==> src/rtl/router_switch_arb.sv <==
// Wormhole-style switch allocator: each output arbitrates round-robin among the
// inputs addressing it and stays locked to the winner until that packet's tail.
module router_switch_arb #(
    parameter  int NUM_IN  = 3,
    parameter  int NUM_OUT = 4,
    parameter  int DST_W   = 2,
    localparam int IDX_W   = (NUM_IN > 2) ? $clog2(NUM_IN) : 1
) (
    input  logic                       clk,
    input  logic                       rst_n,
    input  logic [NUM_IN-1:0]          req_valid,
    input  logic [NUM_IN*DST_W-1:0]    req_dst,
    input  logic [NUM_IN-1:0]          req_last,
    input  logic [NUM_OUT-1:0]         out_ready,
    output logic [NUM_IN-1:0]          in_ready,
    output logic [NUM_OUT-1:0]         out_valid,
    output logic [NUM_OUT*IDX_W-1:0]   out_sel,
    output logic [NUM_IN-1:0]          fail,
    output logic [NUM_IN-1:0]          err_dst
);

    localparam logic ST_IDLE   = 1'b0;
    localparam logic ST_LOCKED = 1'b1;

    logic [NUM_OUT-1:0]             state_q, state_d;
    logic [NUM_OUT-1:0][IDX_W-1:0]  owner_q, owner_d;
    logic [NUM_OUT-1:0][IDX_W-1:0]  ptr_q, ptr_d;
    logic [NUM_IN-1:0]              fail_q, fail_d;
    logic [NUM_IN-1:0]              err_dst_q, err_dst_d;

    logic [NUM_IN-1:0]               legal;
    logic [NUM_OUT-1:0][NUM_IN-1:0]  req_match;
    logic [NUM_OUT-1:0]              grant_vld;
    logic [NUM_OUT-1:0][IDX_W-1:0]   grant_idx;
    logic [NUM_IN-1:0]               in_grant;

    // Out-of-range destinations match no output, so they can never be granted.
    always_comb begin
        legal     = '0;
        req_match = '0;
        for (int i = 0; i < NUM_IN; i++) begin
            legal[i] = int'(req_dst[i*DST_W +: DST_W]) < NUM_OUT;
            for (int o = 0; o < NUM_OUT; o++) begin
                req_match[o][i] = req_valid[i] && legal[i] &&
                                  (int'(req_dst[i*DST_W +: DST_W]) == o);
            end
        end
    end

    always_comb begin
        int idx;
        idx       = 0;
        grant_vld = '0;
        grant_idx = '0;
        state_d   = state_q;
        owner_d   = owner_q;
        ptr_d     = ptr_q;
        for (int o = 0; o < NUM_OUT; o++) begin
            if (state_q[o] == ST_IDLE) begin
                if (out_ready[o]) begin
                    for (int k = 0; k < NUM_IN; k++) begin
                        idx = (int'(ptr_q[o]) + k) % NUM_IN;
                        if (!grant_vld[o] && req_match[o][idx]) begin
                            grant_vld[o] = 1'b1;
                            grant_idx[o] = IDX_W'(idx);
                        end
                    end
                end
            end else if (out_ready[o] && req_match[o][owner_q[o]]) begin
                grant_vld[o] = 1'b1;
                grant_idx[o] = owner_q[o];
            end

            if (grant_vld[o]) begin
                if (state_q[o] == ST_IDLE) begin
                    ptr_d[o] = IDX_W'((int'(grant_idx[o]) + 1) % NUM_IN);
                    if (!req_last[grant_idx[o]]) begin
                        state_d[o] = ST_LOCKED;
                        owner_d[o] = grant_idx[o];
                    end
                end else if (req_last[grant_idx[o]]) begin
                    state_d[o] = ST_IDLE;
                end
            end
        end
    end

    // An input has one destination, so at most one output can grant it.
    always_comb begin
        in_grant = '0;
        for (int o = 0; o < NUM_OUT; o++) begin
            if (grant_vld[o]) in_grant[grant_idx[o]] = 1'b1;
        end
    end

    always_comb begin
        in_ready  = rst_n ? '0 : in_grant;
        out_valid = rst_n ? '0 : grant_vld;
        out_sel   = '0;
        for (int o = 0; o < NUM_OUT; o++) begin
            if (!rst_n && grant_vld[o]) out_sel[o*IDX_W +: IDX_W] = grant_idx[o];
        end
    end

    always_comb begin
        fail_d    = req_valid & legal & ~in_grant;
        err_dst_d = err_dst_q | (req_valid & ~legal);
    end

    // NOTE: state uses non-blocking assignments so every flop samples pre-edge values.
    always_ff @(posedge clk or posedge rst_n) begin
        if (rst_n) begin
            state_q   <= '0;
            owner_q   <= '0;
            ptr_q     <= '0;
            fail_q    <= '0;
            err_dst_q <= '0;
        end else begin
            state_q   <= state_d;
            owner_q   <= owner_d;
            ptr_q     <= ptr_d;
            fail_q    <= fail_d;
            err_dst_q <= err_dst_d;
        end
    end

    assign fail    = fail_q;
    assign err_dst = err_dst_q;

endmodule

==> config.mk <==
export PLATFORM = sky130hd
export DESIGN_NAME = router_switch_arb
export DESIGN_NICKNAME = d
export VERILOG_FILES = /design/src/rtl/router_switch_arb.sv
export SDC_FILE = /design/constraint.sdc
export NUM_CORES = 1
export LEC_CHECK = 0
export ABC_AREA = 0
export BUFFER_PORTS_ARGS = -buffer_cell sky130_fd_sc_hd__buf_2
export CORE_AREA = 2 2 72 74
export DETAILED_ROUTE_END_ITERATION = 16
export DIE_AREA = 0 0 74 76
export HOLD_SLACK_MARGIN = 0.02
export MAX_ROUTING_LAYER = met4
export PLACE_DENSITY = 0.79
export SYNTH_ARGS = -nofsm -noshare
export SYNTH_HDL_FRONTEND = slang
export SYNTH_SLANG_ARGS = --single-unit
==> constraint.sdc <==
create_clock -name clk -period 3 [get_ports clk]
set_input_delay 0 -clock clk [delete_from_list [all_inputs] [get_ports clk]]
set_output_delay 0 -clock clk [all_outputs]
set_load 0.01 [all_outputs]
# Word-level counts from Yosys, hierarchy flattened
# Cells that the tools add are included.
# Widths: inputs -> output; s select.
# word_totals
regBits	23
wordCells	277
output_inout_bits	21
inputBits	18
# classes
n_reduce_logical	52
n_eq_ne	9
n_lt_le_gt_ge	24
n_div	16
n_bitwise	13
n_addsub	12
mux	138
# op_table
op	count
$lt 32x4->1 const B	12
$mod 32x3->32 const B	12
$mod 3x3->32 const B	4
$mux 1	80
$mux 2	28
$bmux 1 s2	20
$logic_and 1x1->1	32
$add 2x1->3 const B	8
$lt 2x3->1 const B	8
$mux 3	5
$add 2x2->3 const B	4
$eq 2x2->1 const B	6
$reduce_and 3->1	4
$logic_not 1->1	9
$or 3x3->3	3
$demux 1 s2	4
$ge 2x1->1 const B	4
$not 1->1	8
$reduce_and 2->1	4
$eq 2x1->1 const B	3
$logic_not 2->1	3
$mux 4	1
$and 3x3->3	1
$not 3->3	1

# Longest topological paths before layout
# Gate-level depths: netlist (run 1).
# depth
word_depth	31
depth_mapped	12
depth_no_buf	11

# Worst setup path before layout (run 1)
# No wires, ideal clock.
# synth_path
path_type	flip-flop to flip-flop
from	reg ptr_q[2] in the netlist's numbering
to	reg fail_q[0] (netlist: fail[0])
path_buffers	1
arrival_ps	2300
required_time_ps	2935
stages_incl_launch_ff	10
setup_ps	65
period_less_slack_ps	2365
slack_ps	635
cell_sequence	dfrtp_1 inv_1 ha_1 a21boi_0 or4_4 and2_1 buf_6 ha_1 a222oi_1 and3_2
# synth_via
elab_chain_len	29
elab_cells_between_ends	45
classes_between	add/sub (2); div (3); order compare (2); mux (28); bitwise (5); reduce/logical (5)
# synth_lines
element	line_no	rtl
from (decl)	27	logic [NUM_OUT-1:0][IDX_W-1:0] ptr_q, ptr_d;
from (signal assigned)	121	ptr_q <= ptr_d;
branches (longest 22 deep; another with $mod 32x3->32)	--	
$mux 3 (*)	92	if (grant_vld[o]) in_grant[grant_idx[o]] = 1'b1;
$or 3x3->3 (no source line)	--	
$mux 3 (*)	92	
$or 3x3->3 (no source line)	--	
$mux 3 (*)	92	
$not 3->3 (*)	106	fail_d = req_valid & legal & ~in_grant;
$and 3x3->3 (*)	106	
net fail_d[0]	28	logic [NUM_IN-1:0] fail_q, fail_d;
to (signal assigned)	122	fail_q <= fail_d;
to (decl)	28	
# Mark *: on every way through the listed nets, which the timed path passes. The select of a mux whose other input is x is not followed.
# A chain may end at the register's enable or synchronous reset.

# Worst setup path in the final report (run 1)
# layout_path
from	reg ptr_q[2] in the netlist's numbering
to	out in_ready[0]
# layout_via
elab_chain_len	28
elab_cells_between_ends	44
classes_between	add/sub (2); div (3); order compare (2); mux (29); bitwise (3); reduce/logical (5)
# layout_lines
element	line_no	rtl
branches (longest 22 deep; another with $mod 32x3->32)	--	
$mux 3 (*)	92	
$or 3x3->3 (no source line)	--	
$mux 3 (*)	92	
$or 3x3->3 (no source line)	--	
$mux 3 (*)	92	
$mux 3 (*)	97	in_ready = rst_n ? '0 : in_grant;
to (decl)	15	output logic [NUM_IN-1:0] in_ready,
# Mark *: on every way between the ends. The select of a mux whose other input is x is not followed.

==> results of run 1 <==
[state kept, by name, indices dropped and copies added, names as in the netlist]
register,flops
owner_q,8
ptr_q,8
state_q,4
fail,3
[timing repair]
| item | CTS | global route |
|---|---|---|
| buffers inserted | 0 | 0 |
| resized for setup | 0 | 4 |
| hold buffers | 1 | 0 |
| endpoints found under the hold margin | 11 | 0 |
| setup endpoints to repair | 0 | 3 |
[placed cells by master (no fill, tap or decap), types with 5 or more instances in the layout]
master,netlist,final
buf_2,1,35
nand2_1,32,32
inv_1,28,28
dfrtp_1,23,23
o21ai_0,21,21
nor2_1,21,21
ha_1,20,18
a21oi_1,17,16
nand3_1,11,11
nor3_1,9,9
nand4_1,7,7
nand3b_1,7,7
mux2i_1,7,7
and3_1,5,5
nor2b_1,5,5
[cells by family (layout without fill, tap and decap cells)]
group           after synthesis  after routing  share of synthesized area [%]
simple gates                134            134                          30.02
compound gates               94             94                          26.39
buf+inv                      41             71                          6.977
flops                        23             23                          22.60
fa+ha+maj                    22             22                          10.66
mux                           8              8                          3.194
other cells                   1              3                         0.1473
[cell type report]
type / instances / area [sq um]
Inverter: 30 / 113.9
Sequential cell: 23 / 575.6
Multi-Input combinational cell: 261 / 1810
Fill cell: 458 / 2087
Clock buffer: 4 / 45.04
Tap cell: 70 / 87.58
Timing Repair Buffer: 37 / 192.7
[worst paths after layout]
path	to	slack (ns)	cells after the start
setup reg to reg	fail[0]	0.44	8
hold reg to reg	ptr_q[6]	0.57	2
hold / removal	fail[1]	0.04	2
min in group asynchronous	state_q[3]	0.42	3
setup / recovery	in_ready[0]	0.19	10
max in group asynchronous	state_q[0]	1.91	4
[stage by stage]
stage | instances | hold slack, ns | area (sq um)
floorplan | 325 | 0.1532 | 2554
global placement | 420 | 0.1672 | 2760
detailed placement | 420 | 0.1760 | 2760
CTS | 425 | 0.04295 | 2815
global route | 425 | 0.05062 | 2825
finish | 425 | 0.04333 | 2825
[per-layer routing]
metal	wire, um	track usage (%)	vias up
met4	87	7.091	0
li1	-	-	1256
met1	2962	33.03	1241
met3	447	2.513	10
met2	3181	39.29	113
met5	0	-	-
[where the power goes]
part | switching, uW | total, uW | internal [uW]
logic | 659 | 1120 | 457
clock network | 112 | 207 | 95.3
registers | 116 | 548 | 432
total | 886 | 1870 | 984
[worst reg2reg max path, delay by kind of cell, from the launching register on]
kind / cells / cell delay (ns)
DFF: 1 / 0.37
AOI/OAI and AO/OA: 2 / 0.44
buffers and inverters: 1 / 0.06
adders and majority gates: 2 / 0.61
and+or+nand+nor: 3 / 1.03
==> flow_summary.toml, run 1 <==
[timing]
relSlewSlack_pct = 49.96
fin_setup_tns_ns = 0
final_max_slew_viol_count = 0
finalSetupViolCount = 0
rsz0062_at_grt = "false"
tightest_slew_ns = 0.7448
min_period_ns = 2.812
hold_viol_final = 0
fin_worst_skew_ns = 0.008082
fmax_mhz = 355.7
finalCritPeriodShare_pct = 93.72
fin_ws_ns = 0.1884

[place]
port_buffers = 35
dp_hpwl_mm = 5.133
dp_slack_ns = 0.4414
gp_congestion = 0.9197

[yosys]
avgSynthCellArea_sq_um = 7.883
synth_area_leader_cell = "dfrtp_1"
ys_top_cells_by_count = "nand2_1 (32), inv_1 (28), dfrtp_1 (23)"
syn_inst = 323
synth_edf_count = 0
synth_area_leaders = "dfrtp_1 (23%), ha_1 (9.8%), nand2_1 (4.7%)"
synth_cell_type_count = 79
seq_area_frac_synth_pct = 22.60
synth_top_cell_area_share_pct = 22.60
yosys_warnings = 0
yosys_most_used_dff = "dfrtp_1"
synth_most_common_cell = "nand2_1"
syn-cell-area_sq_um = 2546
async_flop_share_pct = 100.0
ys_ff_latch = 23

[flow_run]
drv_cap = 0

[setup_path]
crit_buf_inv = 2
critPathRequiredTime_ns = 3.00
slowest_stage = "or4_4"
worst_setup_path_start_kind = "register"
critPathLaunch = "ptr_q[2]"
setup.worst_path.class = "register to output pin"
path_delay_family = "simple AND/OR/NAND/NOR gates"
critPathArrivalTime_ns = 2.81
worstReg2RegStart = "ptr_q[2]"
slowest_delay_ns = 0.55
path_max_fanout = 8
path_cells = "inv_1, ha_2, a21boi_0, or4_4, and2_2, ha_1, nor2b_1, a32oi_1, o211ai_1, buf_2"
crit_path_end_kind = "output pin"

[global_route]
antenna_found_initial = 0
first_global_vias = 2394
grt_usage_pct = 24.65
grt_first_pass_wirelength_mm = 10.83
grt_max_degree = 22
overflow = 0

[cts]
htree_levels = 1
cts_buffers = 3
clock_latency_ns = 0.28
clock_path_buffers = 2
cts.sinks = 23
clk_pin_slew_ns = 0.09
cts_tree = "built"
cts_root_buf = "clkbuf_8"

[drt]
drc = 0
drt.antenna.violating_nets = 0
initialDrtViolationCount = 185
drt-total-wl_mm = 6.679
wl_per_cell_um = 15.72
first_pass_iters = 6
via_count = 2620
routed_via_density = 6.165

[pwr]
peakVddDrop_mv = 0.4115
powerDensity_nw_per_um2 = 662.0
power_uw = 1870
p_leak_uw = 0.001296

[layout]
insertedDiodeCount = 0
layout-drive-gt1-share_pct = 18.31
area_growth_syn_to_layout_pct = 10.96
nets = 394
post-route-util_pct = 57.51

[run_status]
outcome = "complete, no violations"

[hold_path]
min-delay-start = "req_valid[1]"
hold_path.class = "input port to register"

[die]
fp.coreArea_sq_um = 4912
dieHeight_um = 76
rows = 26
die_w_um = 74
die_area_sq_um = 5624
start_util_pct = 51.83
boundaryPins = 39
Power figures use the tool's default switching activity.
==> run 2: changes to the inputs <==
Settings changed: CELL_PAD_IN_SITES_DETAIL_PLACEMENT set to 1, CELL_PAD_IN_SITES_GLOBAL_PLACEMENT set to 2, CORE_AREA 2 2 72 74 to 2 2 90 92, CTS_CLUSTER_DIAMETER set to 30, DIE_AREA 0 0 74 76 to 0 0 92 94, PLACE_DENSITY 0.79 to 0.84.
==> run 2 against run 1 <==
  * Wire length up 22%
  * Worst hold slack better by 0.0054 ns
  * Largest cell class unchanged
  * Clock power about the same
  * Setup slack better by 0.013 ns
  * Sequential share of layout area down 0.54 points
  * Power up 4.1%
==> flow_summary.toml, run 2 (synthesis gave the netlist of run 1 again) <==
[die]
start_util_pct = 33.47
die_area_sq_um = 8648
boundaryPins = 39
dieHeight_um = 94
die_w_um = 92
fp.coreArea_sq_um = 7607
rows = 32

[timing]
relSlewSlack_pct = 44.15
fin_setup_tns_ns = 0
finalCritPeriodShare_pct = 93.30
final_max_slew_viol_count = 0
min_period_ns = 2.799
finalSetupViolCount = 0
fin_worst_skew_ns = 0.001965
fin_ws_ns = 0.2010
rsz0062_at_grt = "false"
hold_viol_final = 0
fmax_mhz = 357.3
tightest_slew_ns = 0.8313

[place]
dp_hpwl_mm = 6.352
dp_cells = 454
dp_slack_ns = 0.3160
port_buffers = 35
gp_congestion = 0.8786

[layout]
instances_no_fill = 459
layout-drive-gt1-share_pct = 18.77
final_common_cell = "buf_2"
insertedDiodeCount = 0
area_growth_syn_to_layout_pct = 13.96
largestRegisters = "owner_q x8, ptr_q x8, state_q x4"
post-route-util_pct = 38.14
final_cell_mix = "buf_2 (35), nand2_1 (32), inv_1 (28)"
fillCellCount = 972
nets = 396

[setup_path]
critPathArrivalTime_ns = 2.80
path_max_fanout = 8
critPathRequiredTime_ns = 3.00
rr_worst_depth = 9
worstReg2RegStart = "ptr_q[0]"
reg2reg_slack_ns = 0.44
crit_path_end_kind = "output pin"
regToRegEndpoint = "fail[2]"
setup.worst_path.class = "register to output pin"
worst_setup_path_start_kind = "register"

[global_route]
antenna_found_initial = 0
grt_max_degree = 15
grt_usage_pct = 19.91
grt_first_pass_wirelength_mm = 13.38
overflow = 0
first_global_vias = 2579

[cts]
clock_path_buffers = 2
cts_buffers = 3
clock_latency_ns = 0.28
cts_root_buf = "clkbuf_8"
clk_pin_slew_ns = 0.09
cts.sinks = 23
cts_tree = "built"
htree_levels = 1

[hold_path]
whs_endpoint = "fail[2]"
min-delay-start = "req_valid[2]"
holdPathStages = 2
hold_path.class = "input port to register"

[flow_run]
drv_cap = 0

[drt]
drc = 0
drt.antenna.violating_nets = 0
drt-total-wl_mm = 8.115
initialDrtViolationCount = 151
routed_via_density = 5.667
wl_per_cell_um = 17.68
first_pass_iters = 4
via_count = 2601

[pwr]
power_uw = 1947
p_leak_uw = 0.001311
powerDensity_nw_per_um2 = 671.0
peakVddDrop_mv = 0.3748

[run_status]
outcome = "complete, no violations"
[run 2: final cells by class]
type	count	area, sq um	share of cell area, %
multi-input cells	261	1832	63.13
well taps	102	127.6	4.398
inverters	30	113.9	3.924
clock buffers	4	45.04	1.552
flip-flops and latches	23	575.6	19.84
repair buffers	39	207.7	7.158
[run 2: worst max-delay path by stage]
stage / from / end / slack, ns
floorplan: ptr_q[2] / fail[0] / 0.63
global placement: ptr_q[3] / in_ready[0] / 0.41
detailed placement: ptr_q[2] / in_ready[2] / 0.32
CTS: ptr_q[3] / in_ready[2] / 0.07
global route: ptr_q[0] / in_ready[2] / 0.007
finish: ptr_q[2] / in_ready[2] / 0.20
[run 2: repair_timing]
item / in CTS / in global routing
resized for setup: 1 / 6
hold endpoints to repair: 5 / 0
hold buffers: 1 / 0
setup endpoints to repair: 1 / 3
pin swaps: 0 / 1
buffers inserted: 0 / 0
[run 2: report_power, final]
part | leakage (uW) | switching (uW) | internal [uW]
sequential | 0.000284 | 131 | 432
clock | 0.0000228 | 114 | 95.4
combinational | 0.00100 | 690 | 485
[run 2: critical path, cell delays in order (launching register included)]
cell and delay, ns:
dfrtp_1 0.42, inv_1 0.10, ha_4 0.28, nor3_1 0.23
a211oi_1 0.12, a21oi_2 0.36, inv_1 0.16, ha_1 0.23
nor2b_1 0.13, a32oi_1 0.15, o211ai_1 0.16, buf_2 0.18
[run 2: stage by stage]
stage          hold WS (ns)  area, sq um
6_report            0.04870         2902
5_1_grt             0.03821         2902
4_1_cts             0.03596         2874
3_5_place_dp        0.02975         2815
3_3_place_gp        0.02731         2815
2_1_floorplan        0.1532         2554
[run 2: routing by layer]
metal / routed length [um] / global-route usage (%) / vias to the layer above
met5: 0 / - / -
met4: 62 / 3.980 / 0
met3: 201 / 1.605 / 5
met2: 3806 / 32.41 / 44
met1: 4044 / 27.45 / 1281
li1: - / - / 1271
==> run 3: changes to the inputs <==
Settings changed: CORE_AREA 2 2 90 92 to 2 2 96 98, DIE_AREA 0 0 92 94 to 0 0 98 100, PLACE_DENSITY 0.84 to 0.78.
Clock period 3 ns to 2.4 ns, I/O delays scaled along.
==> run 3 against run 2 <==
  * Critical path type unchanged
  * Clock power increased by 27%
  * Wire length increased by 15%
  * Flip-flop and latch count unchanged
  * Final area increased by 27%
  * Power increased by 63%
  * Non-clock buffer count increased by 65
  * The run now ends with setup timing left
==> flow_summary.toml, run 3 (synthesis gave the netlist of run 1 again) <==
[die]
fp.coreArea_sq_um = 8890
dieHeight_um = 100
die_w_um = 98
rows = 35
start_util_pct = 28.64
die_area_sq_um = 9800
boundaryPins = 39

[layout]
area_growth_syn_to_layout_pct = 44.32
finish.instance_area_sq_um = 3675
largestRegisters = "owner_q x8, ptr_q x8, state_q x4"
layout-drive-gt1-share_pct = 39.81
final_common_cell = "buf_4"
insertedDiodeCount = 0
nets = 461
final_cell_mix = "buf_4 (64), buf_2 (35), nand2_1 (29)"

[timing]
fmax_mhz = 384.1
finalSetupViolCount = 7
min_period_ns = 2.603
tightest_slew_ns = 0.8803
fin_setup_tns_ns = -0.8054
hold_ws_ns = 0.04542
final_max_slew_viol_count = 0
finalCritPeriodShare_pct = 108.5
fin_worst_skew_ns = 0.006904
fin_ws_ns = -0.2034
relSlewSlack_pct = 40.86
rsz0062_at_grt = "true"
hold_viol_final = 0

[drt]
drc = 0
wl_per_cell_um = 17.49
drt.antenna.violating_nets = 0
via_count = 2890
routed_via_density = 5.422
first_pass_iters = 4
initialDrtViolationCount = 106
drt-total-wl_mm = 9.320

[place]
dp_hpwl_mm = 6.805
place_area_sq_um = 3104
dp_slack_ns = -0.1794
gp_congestion = 0.8090
port_buffers = 35

[pwr]
p_leak_uw = 0.001661
peakVddDrop_mv = 0.2681
powerDensity_nw_per_um2 = 862.1

[setup_path]
slowest_delay_ns = 0.46
slowest_stage = "or4b_1"
path_delay_family = "compound AO/OA/AOI/OAI gates"
critPathArrivalTime_ns = 2.60
worstReg2RegStart = "ptr_q[0]"
worst_path_most_repeated_cell = "buf_6"
path_cells = "buf_6, ha_4, or4b_1, a211o_1, o211ai_4, ha_2, buf_6, a32oi_2, o211ai_1, buf_2"
crit_path_end_kind = "output pin"
worst_setup_path_start_kind = "register"
reg2reg_slack_ns = -0.14
critPathRequiredTime_ns = 2.40
crit_buf_inv = 3
rr_worst_depth = 13
regToRegEndpoint = "fail[1]"
path_max_fanout = 5
setup.worst_path.class = "register to output pin"

[cts]
cts_tree = "built"
cts_root_buf = "clkbuf_8"
htree_levels = 1
cts.sinks = 23
clock_path_buffers = 2
clk_pin_slew_ns = 0.10
clock_latency_ns = 0.27
cts_buffers = 3

[hold_path]
holdPathStages = 2
min-delay-start = "req_valid[1]"
hold_path.class = "input port to register"
whs_endpoint = "fail[1]"

[global_route]
grt_max_degree = 16
overflow = 0
grt_usage_pct = 18.88
grt_first_pass_wirelength_mm = 14.75
first_global_vias = 2864
antenna_found_initial = 0

[run_status]
outcome = "complete, but fails checks"
violations = "setup timing"

[flow_run]
drv_cap = 0
-- run 3: cell types whose count changed in the layout (fill, tap and decap cells not counted), moves of 3 or more --
cell / delta
buf_6: +4
nand2_1: -3
nand2_2: +3
ha_1: -12
ha_2: +4
o21ai_0: -3
buf_4: +61
ha_4: +8
o21ai_2: +3
-- run 3: report_power, final --
part	total [uW]	switching, uW	internal [uW]
registers	705	166	540
clock network	267	151	116
logic	2200	1100	1090
-- run 3: cell type report --
cell class              count  area (sq um)
fillers                  1087          5215
multi-input cells         261          2090
repair buffers            104         710.7
flip-flops and latches     23         575.6
well taps                 111         138.9
inverters                  30         113.9
clock buffers               3         41.29
clock inverters             1         5.005
-- run 3: worst reg2reg max path, stage by stage, from the launching register on --
cell and delay (ns):
dfrtp_1 0.40, buf_6 0.13, ha_4 0.16, buf_4 0.14, nor4b_4 0.30, a22oi_2 0.10
nand2_1 0.10, a21o_1 0.17, inv_1 0.06, ha_2 0.18, buf_4 0.13, buf_4 0.12
a222oi_1 0.30, and3_1 0.20
-- run 3: routing by layer --
layer | routed length, um | GRT usage (%)
met1 | 4270 | 25.25
met2 | 4636 | 31.93
met3 | 298 | 1.045
met4 | 114 | 3.953
met5 | 0 | -
-- run 3: how the worst max path moves through the flow --
stage	start	endpoint	slack, ns	depth (start not counted)
finish	ptr_q[0]	in_ready[1]	-0.20	10
global route	ptr_q[0]	in_ready[1]	-0.35	13
detailed placement	ptr_q[2]	fail[0]	-0.18	8
floorplan	ptr_q[2]	fail[0]	0.03	9
global placement	ptr_q[2]	fail[0]	-0.07	8
CTS	ptr_q[3]	in_ready[2]	-0.20	12
-- run 3: timing repair --
action	in CTS	in global routing
endpoints found under the hold margin	5	0
pin swaps	14	21
setup endpoints to repair	15	27
setup buffers	16	13
hold buffers	1	0
resized for setup	37	25
-- run 3: metrics by stage --
stage / power [uW] / instances / util [%]
detailed placement: 2321 / 500 / 34.92
CTS: 2878 / 521 / 38.90
global route: 3434 / 533 / 41.34
global placement: 2267 / 500 / 34.92
floorplan: 1727 / 325 / -
finish: 3168 / 533 / 41.34
